==> src/rtl/video_sync_gen.sv <==
// video_sync_gen: programmable video timing master.
// Produces a one-clk pixel enable every CE_DIV clocks. On each enable it
// presents registered sync, blanking, data-enable and counter outputs for
// the current pixel. Interlace mode is optional: odd fields are one line
// longer, and their VSync edges fall at mid-line (hc = H_TOTAL/2).
//
// Ports:
//   clk        system clock
//   reset      synchronous, active-high reset
//   interlace  interlace request, sampled only at a field boundary
//   ce_pix     one-clk pixel enable pulse
//   HSync      horizontal sync, level per HS_POL
//   VSync      vertical sync, level per VS_POL
//   HBlank     high outside active pixels
//   VBlank     high outside active lines
//   de         high for active pixels on active lines
//   h_cnt      pixel index of the presented pixel
//   v_cnt      line index of the presented pixel within its field
//   field      0 = even/progressive field, 1 = odd field
module video_sync_gen #(
  parameter int CE_DIV   = 4,
  parameter int H_ACTIVE = 640,
  parameter int H_FP     = 16,
  parameter int H_SYNC   = 96,
  parameter int H_BP     = 48,
  parameter int V_ACTIVE = 480,
  parameter int V_FP     = 10,
  parameter int V_SYNC   = 2,
  parameter int V_BP     = 33,
  parameter bit HS_POL   = 1'b0,
  parameter bit VS_POL   = 1'b0
) (
  input  logic        clk,
  input  logic        reset,
  input  logic        interlace,
  output logic        ce_pix,
  output logic        HSync,
  output logic        VSync,
  output logic        HBlank,
  output logic        VBlank,
  output logic        de,
  output logic [10:0] h_cnt,
  output logic [10:0] v_cnt,
  output logic        field
);

  localparam int H_TOTAL = H_ACTIVE + H_FP + H_SYNC + H_BP;
  localparam int V_TOTAL = V_ACTIVE + V_FP + V_SYNC + V_BP;
  localparam int DIV_W   = (CE_DIV > 1) ? $clog2(CE_DIV) : 1;

  localparam logic [DIV_W-1:0] DIV_LAST = DIV_W'(CE_DIV - 1);

  localparam logic [10:0] H_ACT    = 11'(H_ACTIVE);
  localparam logic [10:0] V_ACT    = 11'(V_ACTIVE);
  localparam logic [10:0] H_LAST   = 11'(H_TOTAL - 1);
  localparam logic [10:0] H_HALF   = 11'(H_TOTAL / 2);
  localparam logic [10:0] V_LAST_E = 11'(V_TOTAL - 1);
  localparam logic [10:0] V_LAST_O = 11'(V_TOTAL);
  localparam logic [10:0] HS_START = 11'(H_ACTIVE + H_FP);
  localparam logic [10:0] HS_END   = 11'(H_ACTIVE + H_FP + H_SYNC);
  localparam logic [10:0] VS_START = 11'(V_ACTIVE + V_FP);
  localparam logic [10:0] VS_END   = 11'(V_ACTIVE + V_FP + V_SYNC);

  logic [DIV_W-1:0] div;
  logic [10:0]      hc;
  logic [10:0]      vc;
  logic             fld;
  logic             il;

  logic        tick;
  logic        odd_il;
  logic        h_last;
  logic        v_last;
  logic        hs_act;
  logic        vs_act;
  logic [10:0] vs_edge;

  always_comb begin
    tick    = (div == DIV_LAST);
    odd_il  = fld & il;
    h_last  = (hc == H_LAST);
    v_last  = (vc == (odd_il ? V_LAST_O : V_LAST_E));
    hs_act  = (hc >= HS_START) && (hc < HS_END);
    // The VSync window is bounded by (line, column) positions. The column
    // is 0 normally and mid-line on interlaced odd fields.
    vs_edge = odd_il ? H_HALF : '0;
    vs_act  = ((vc == VS_START) && (hc >= vs_edge)) ||
              ((vc >  VS_START) && (vc <  VS_END))  ||
              ((vc == VS_END)   && (hc <  vs_edge));
  end

  always_ff @(posedge clk) begin
    if (reset) begin
      div    <= '0;
      hc     <= '0;
      vc     <= '0;
      fld    <= 1'b0;
      il     <= 1'b0;
      ce_pix <= 1'b0;
      HSync  <= ~HS_POL;
      VSync  <= ~VS_POL;
      HBlank <= 1'b1;
      VBlank <= 1'b1;
      de     <= 1'b0;
      h_cnt  <= '0;
      v_cnt  <= '0;
      field  <= 1'b0;
    end else begin
      ce_pix <= tick;
      div    <= tick ? '0 : div + 1'b1;
      if (tick) begin
        HBlank <= (hc >= H_ACT);
        VBlank <= (vc >= V_ACT);
        de     <= (hc < H_ACT) && (vc < V_ACT);
        HSync  <= hs_act ? HS_POL : ~HS_POL;
        VSync  <= vs_act ? VS_POL : ~VS_POL;
        h_cnt  <= hc;
        v_cnt  <= vc;
        field  <= fld;
        if (h_last) begin
          hc <= '0;
          if (v_last) begin
            vc  <= '0;
            // The field toggle uses the interlace mode of the field that is
            // ending; the request takes effect for the field that follows.
            fld <= il ? ~fld : 1'b0;
            il  <= interlace;
          end else begin
            vc <= vc + 1'b1;
          end
        end else begin
          hc <= hc + 1'b1;
        end
      end
    end
  end

endmodule

==> config.mk <==
export PLATFORM = sky130hd
export DESIGN_NAME = video_sync_gen
export DESIGN_NICKNAME = d
export VERILOG_FILES = /design/src/rtl/video_sync_gen.sv
export SDC_FILE = /design/constraint.sdc
export NUM_CORES = 1
export LEC_CHECK = 0
export ABC_AREA = 1
export CAP_MARGIN = 10
export CORE_MARGIN = 5
export CORE_UTILIZATION = 45
export DETAILED_ROUTE_END_ITERATION = 12
export GPL_TIMING_DRIVEN = 0
export HOLD_SLACK_MARGIN = 0.05
export PLACE_DENSITY = 0.75
export SYNTH_ARGS = -nofsm -noshare
export SYNTH_HDL_FRONTEND = slang
export SYNTH_SLANG_ARGS = --single-unit
==> constraint.sdc <==
create_clock -name clk -period 1.3 [get_ports clk]
set_input_delay 0.26 -clock clk [delete_from_list [all_inputs] [get_ports clk]]
set_output_delay 0.26 -clock clk [all_outputs]
set_load 0.01 [all_outputs]
==> results of run 1 <==
==> worst min path at each step <==
| stage | startpoint | to | slack [ns] | cells after the start |
|---|---|---|---|---|
| after CTS | reset | hc[2] | 0.33 | 2 |
| after floorplan | div[0] | div[0] | 0.40 | 1 |
| after detailed placement | div[0] | div[0] | 0.42 | 1 |
| after global routing | reset | hc[2] | 0.34 | 2 |
| final | reset | hc[2] | 0.32 | 2 |
| after global placement | div[0] | div[0] | 0.41 | 1 |
==> cells in the final DEF (no fill, tap or decap), types with 11 or more instances in the layout <==
cell type and instances:
sky130_fd_sc_hd__dlygate4sd2_1 29, sky130_fd_sc_hd__dfxtp_1 35, sky130_fd_sc_hd__inv_1 27, sky130_fd_sc_hd__nand3_1 14
sky130_fd_sc_hd__nand2_1 58, sky130_fd_sc_hd__nor2_2 16, sky130_fd_sc_hd__buf_4 22, sky130_fd_sc_hd__dfxtp_2 17
sky130_fd_sc_hd__nand2_2 12, sky130_fd_sc_hd__buf_6 13, sky130_fd_sc_hd__o21ai_1 20, sky130_fd_sc_hd__nor2_4 11
sky130_fd_sc_hd__nor2_1 39
==> cell type report <==
cell class / instances / area (um^2) / area share, %
buffer: 7 / 70.1 / 1.91
sequential: 55 / 1130 / 30.9
inverter: 36 / 153 / 4.16
clock buffer: 7 / 76.3 / 2.08
multi-input combinational: 241 / 1580 / 43.1
timing repair buffer: 62 / 558 / 15.2
tap: 72 / 90.1 / 2.46
clock inverter: 1 / 5.00 / 0.136
==> repair_timing <==
item | 4_1_cts | 5_1_grt
resized for setup | 108 | 72
cloned | 3 | 0
hold endpoints to repair | 0 | 0
setup endpoints to repair | 77 | 48
setup buffers | 20 | 12
pin swaps | 13 | 37
==> stage by stage <==
| stage | power [mW] | TNS [ns] | cells | instance area (um^2) | setup WS, ns |
|---|---|---|---|---|---|
| finish | 2.89 | -2.36 | 481 | 3670 | -0.115 |
| global route | 3.00 | -4.52 | 481 | 3670 | -0.207 |
| CTS | 2.87 | -2.21 | 472 | 3420 | -0.193 |
| detailed placement | 1.90 | -8.94 | 441 | 2940 | -0.427 |
| global placement | 1.90 | -7.32 | 441 | 2940 | -0.395 |
| floorplan | 1.84 | -0.121 | 339 | 2550 | -0.0915 |
==> power by group through the flow <==
stage	Sequential, mW	Combinational [mW]	Clock [mW]
floorplan	1.76	0.0867	0
global placement	1.75	0.143	0
detailed placement	1.75	0.145	0
CTS	1.72	0.230	0.922
global route	1.72	0.264	1.02
finish	1.71	0.249	0.928
==> cells by family (layout without fill, tap and decap cells) <==
group                      Yosys count  count (layout)
AOI/OAI and AO/OA                   42              42
xor gates and xnor gates            10              10
adders and majority gates            8               8
buffers and inverters               44             113
and+or+nand+nor                    180             181
DFF                                 55              55
==> worst max-delay path: cells and delay by family (launching register included) <==
family        cells  cell delay [ns]
flops             1             0.36
buf+inv           1             0.18
simple gates      3             0.37
fa+ha+maj         1             0.20
xor+xnor          1             0.19
==> metal layers <==
layer	vias to the layer above	track usage, %	part of all wire (%)
met2	56	35.2	54
li1	1222	-	-
met5	-	0	0
met4	0	7.48	1.9
met1	1140	20.9	40
met3	15	4.56	4.0
==> registers in the layout (all words and copies together) (netlist names) <==
signal and flops:
ce_pix 1, field 1, de 1, VBlank 1, HBlank 1, v_cnt 11
fld 1, il 1, h_cnt 11, vc 11, hc 11, HSync 1
VSync 1, div 2
==> results_dict.tcl, run 1 <==
set metrics [dict create \
    status "complete, but fails checks" \
    violations "setup timing" \
    final_util_pct 67.0 \
    finClkSkew_ns 0.00431 \
    design.portCount 32 \
    dp_hpwl_um 4380 \
    cellLeakagePower_nw 1.51 \
    synth_commonest_cells "sky130_fd_sc_hd__nand2_1, sky130_fd_sc_hd__nor2_1, sky130_fd_sc_hd__dfxtp_1, sky130_fd_sc_hd__inv_1, sky130_fd_sc_hd__o21ai_0" \
    holdBufCountCts 0 \
    floorplan.core_area_um2 5470 \
    grt_first_pass_wirelength_um 11000 \
    reg2reg_from "div[0]" \
    finalHoldWorstSlack_ns 0.323 \
    dr.first_iter.drc_count 120 \
    routabilityCongestion 0.866 \
    post-route-worst-setup-slack_ns -0.115 \
    netlist.top_cell.by_area "sky130_fd_sc_hd__dfxtp_1" \
    synth.ff_latch_count 55 \
    tritoncts "done" \
    diodes_inserted 0 \
    power.density_nw_per_um2 788 \
    p_sw_share_pct 24.2 \
    syn_avg_cell_area_um2 7.44 \
    yosys_warnings 0 \
    slowest_delay_ns 0.36 \
    via_count 2433 \
    startpoint "div[0]" \
    post_synth_mux_area_share_pct 0 \
    hold_viol 0 \
    post_route_cells_drive_above_1_share_pct 36.2 \
    width_of_the_die_um 84.9 \
    critPathKind "reg -> reg" \
    synth_top_flop_cell "sky130_fd_sc_hd__dfxtp_1" \
    power.clock.fraction_pct 32.1 \
    yosysMostFrequentCell "sky130_fd_sc_hd__nand2_1" \
    worstPathArrival_ns 1.63 \
    clock_path_buffers 2 \
    slowest_stage "sky130_fd_sc_hd__dfxtp_2" \
    p_int_mw 2.19 \
    design.final.nets 419 \
    antenna_violating_nets_left 0 \
    total_die_area_um2 7200 \
    htreeDepth 2 \
    wl_per_cell_um 14.8 \
    period_minus_slack_ns 1.42 \
    drc 0 \
    pin_count_of_the_biggest_net_entering_global_routing 16 \
    numPortBuffers 30 \
    pwr-share-comb_pct 8.6 \
    worst-r2r-cell-count 6 \
    initial_core_util_pct 46.1 \
    worstPathMaxFanout 5 \
    netlist_top_cells_area "sky130_fd_sc_hd__dfxtp_1, sky130_fd_sc_hd__nand2_1, sky130_fd_sc_hd__nor2_1, sky130_fd_sc_hd__o21ai_0, sky130_fd_sc_hd__inv_1" \
    synth_compound_gate_area_share_pct 8.83 \
    area_delta_synth_final_pct 45.4 \
    final-max-slew-violation-count 0 \
    netlist_area_um2 2520 \
    setup_viol 34 \
    antenna_violations_before_repair 0 \
    cp_cell_sequence "ha_4 > buf_4 > nand3_4 > nor2_2 > xor2_2 > nor2_4" \
    syn-instance-count 339 \
    placementRows 27 \
    layout.filler_cells 440 \
    synth-simple-area-share_pct 32.5 \
    synth_top_family_by_area "simple AND/OR/NAND/NOR gates" \
    xor_xnor_fraction_of_synth_area_pct 3.47 \
    syn_nets 350 \
    rsz0062_at_grt "yes" \
    finalWirelength_um 7130 \
    numCtsBuffers 5 \
    synthArstFlopShare_pct 0 \
    min_path_type "in -> reg" \
    max_clock_freq_mhz 707 \
    ff2ff_setup_slack_ns -0.12 \
    worst_setup_path_start_kind "register" \
    maxCapViolCount 0 \
    clkLatencyLatePin_ns 0.31 \
    viasPerCell 5.06 \
    timing.slew.headroom_pct 67.2 \
    worst-endpoint-required_ns 1.51 \
    total_switching_power_mw 0.701 \
    cts.sinks 55 \
    post-route-period-util_pct 109 \
    drtPass1Iterations 4 \
    grt.total_usage_pct 19.1 \
    die_height_um 84.9 \
    clk_pin_slew_worst_paths_ns 0.09 \
    critPathCapture "vc[4]" \
    worst_r2r_endpoint "vc[4]" \
    tightestPinTransition_ns 0.492 \
    first_global_vias 2390 \
    vdd_drop_max_v 0.000474 \
    synth_fa_ha_area_share_pct 3.97 \
    setup.worst_path.end_class "register" \
    synth.lib_cells_used.distinct 33 \
    seq_area_frac_synth_pct 43.7 \
    sequentialPowerShare_pct 59.3 \
    yosys.area.top_type_share_pct 43.7 \
    ctsRootBufferMaster "sky130_fd_sc_hd__clkbuf_8" \
    number_of_synthesized_flops_with_an_enable_pin 0 \
    overall_overflow_remaining_after_global_route 0 \
]
No activity file was read; power rests on OpenSTA's default activity.
==> run 2: changes to the inputs <==
--- a/config.mk
+++ b/config.mk
@@ -7,7 +7,7 @@
 export LEC_CHECK = 0
 export ABC_AREA = 1
 export CAP_MARGIN = 10
-export CORE_MARGIN = 5
+export CORE_MARGIN = 3
 export CORE_UTILIZATION = 45
 export DETAILED_ROUTE_END_ITERATION = 12
 export GPL_TIMING_DRIVEN = 0
==> run 2 against run 1 <==
  * Flip-flop and latch count unchanged
  * The run still ends with setup timing left
  * Sequential share of layout area decreased by 1.4 points
  * Non-clock buffer count increased by 5
  * Largest power group unchanged
  * Largest cell class unchanged
  * Power rose by 1.0%
==> results_dict.tcl, run 2 (same netlist as run 1, synthesis figures left out) <==
set metrics [dict create \
    numPortBuffers 30 \
    period_minus_slack_ns 1.50 \
    cts.sinks 55 \
    antenna_violations_before_repair 0 \
    final_util_pct 72.5 \
    cp_cell_sequence "nand2_1 > nor2_4 > nand2_1 > nor2_1 > nor2_1 > nor2_1 > nand2_1 > a21oi_2" \
    pin_count_of_the_biggest_net_entering_global_routing 17 \
    cp_num_buf_inv 0 \
    design.portCount 32 \
    hold_viol 0 \
    slowest_stage "sky130_fd_sc_hd__dfxtp_1" \
    post-route-worst-setup-slack_ns -0.200 \
    antenna_violating_nets_left 0 \
    design.final.nets 424 \
    pre_cts_ws_ns -0.370 \
    cellLeakagePower_nw 1.57 \
    routabilityCongestion 0.877 \
    grt.total_usage_pct 22.4 \
    setup_viol 23 \
    via_count 2543 \
    worst-endpoint-required_ns 1.57 \
    finalHoldWorstSlack_ns 0.326 \
    placementRows 26 \
    worstPathArrival_ns 1.77 \
    clk_pin_slew_worst_paths_ns 0.10 \
    floorplan.core_area_um2 5270 \
    rsz0062_at_grt "yes" \
    worst_setup_path_start_kind "register" \
    finClkSkew_ns 0.00834 \
    htreeDepth 2 \
    holdBufCountCts 0 \
    final-max-slew-violation-count 0 \
    setup.worst_path.end_class "register" \
    worstPathMaxFanout 5 \
    ctsRootBufferMaster "sky130_fd_sc_hd__clkbuf_8" \
    post_route_cells_drive_above_1_share_pct 38.4 \
    die_height_um 80.9 \
    numCtsBuffers 5 \
    tightestPinTransition_ns 0.546 \
    total_die_area_um2 6540 \
    power.density_nw_per_um2 765 \
    tritoncts "done" \
    diodes_inserted 0 \
    violations "setup timing" \
    slowest_delay_ns 0.43 \
    timing.slew.headroom_pct 63.6 \
    maxCapViolCount 0 \
    grt_first_pass_wirelength_um 11200 \
    overall_overflow_remaining_after_global_route 0 \
    initial_core_util_pct 47.9 \
    critPathKind "reg -> reg" \
    area_delta_synth_final_pct 51.4 \
    layout.filler_cells 409 \
    drtPass1Iterations 5 \
    max_clock_freq_mhz 667 \
    clock_path_buffers 2 \
    width_of_the_die_um 80.9 \
    drc 0 \
    layout_commonest_cell "sky130_fd_sc_hd__nand2_1" \
    min_path_type "in -> reg" \
    vdd_drop_max_v 0.000783 \
    dr.first_iter.drc_count 191 \
    layout_common_cells "sky130_fd_sc_hd__nand2_1, sky130_fd_sc_hd__nor2_1, sky130_fd_sc_hd__dfxtp_1, sky130_fd_sc_hd__dlygate4sd2_1" \
    post-route-period-util_pct 115 \
    setup_total_neg_slack_ns -2.62 \
    timing.critical_path.max_delay_family "simple AND/OR/NAND/NOR gates" \
    status "complete, but fails checks" \
    wl_per_cell_um 16.0 \
    dp_hpwl_um 4230 \
    first_global_vias 2351 \
    viasPerCell 5.25 \
    finalWirelength_um 7770 \
    clkLatencyLatePin_ns 0.33 \
]
run 2: final timing paths:
check             cells past startpoint  slack (ns)    from     end
hold / removal                        2        0.33   reset   hc[2]
setup / recovery                      8       -0.20   vc[5]   VSync
setup reg to reg                      8       -0.20   vc[5]   VSync
hold reg to reg                       1        0.43  div[0]  div[0]
run 2: cell type report:
cell class | count | area, um^2 | area share [%]
buffer | 7 | 75.1 | 1.97
tap | 70 | 87.6 | 2.29
clock inverter | 3 | 15.0 | 0.393
multi-input combinational | 241 | 1680 | 44.1
inverter | 36 | 158 | 4.13
timing repair buffer | 67 | 603 | 15.8
sequential | 55 | 1130 | 29.5
clock buffer | 5 | 68.8 | 1.80
run 2: timing repair:
action                     4_1_cts  5_1_grt
buffers inserted                23       11
setup endpoints to repair       77       49
pin swaps                       26       26
gates resized for setup        115       81
gates cloned                     2        2
hold endpoints to repair         0        0
run 2: worst reg2reg max path, cell delays in order, from the launching register on:
cell	delay, ns
sky130_fd_sc_hd__dfxtp_1	0.43
sky130_fd_sc_hd__nand2_1	0.19
sky130_fd_sc_hd__nor2_4	0.19
sky130_fd_sc_hd__nand2_1	0.06
sky130_fd_sc_hd__nor2_1	0.16
sky130_fd_sc_hd__nor2_1	0.07
sky130_fd_sc_hd__nor2_1	0.14
sky130_fd_sc_hd__nand2_1	0.08
sky130_fd_sc_hd__a21oi_2	0.12
run 2: routing by layer:
| metal | vias up | share of wire (%) | global-route usage (%) |
|---|---|---|---|
| met5 | - | 0 | 0 |
| met4 | 0 | 4.0 | 8.78 |
| met3 | 32 | 4.8 | 4.21 |
| met2 | 87 | 53 | 41.1 |
| met1 | 1198 | 38 | 25.4 |
| li1 | 1226 | - | - |
run 2: stage by stage:
stage	total power, mW	instances	cell area [um^2]
2_1_floorplan	1.84	339	2550
6_report	2.92	484	3820
5_1_grt	3.00	484	3820
4_1_cts	2.88	472	3450
3_3_place_gp	1.90	439	2940
3_5_place_dp	1.90	439	2940
run 2: power by group:
part	total [mW]	internal, mW	leakage [nW]	switching, mW
registers	1.72	1.70	0.453	0.0140
clock network	0.952	0.371	0.0477	0.581
logic	0.253	0.110	1.07	0.143
total	2.92	2.18	1.57	0.739
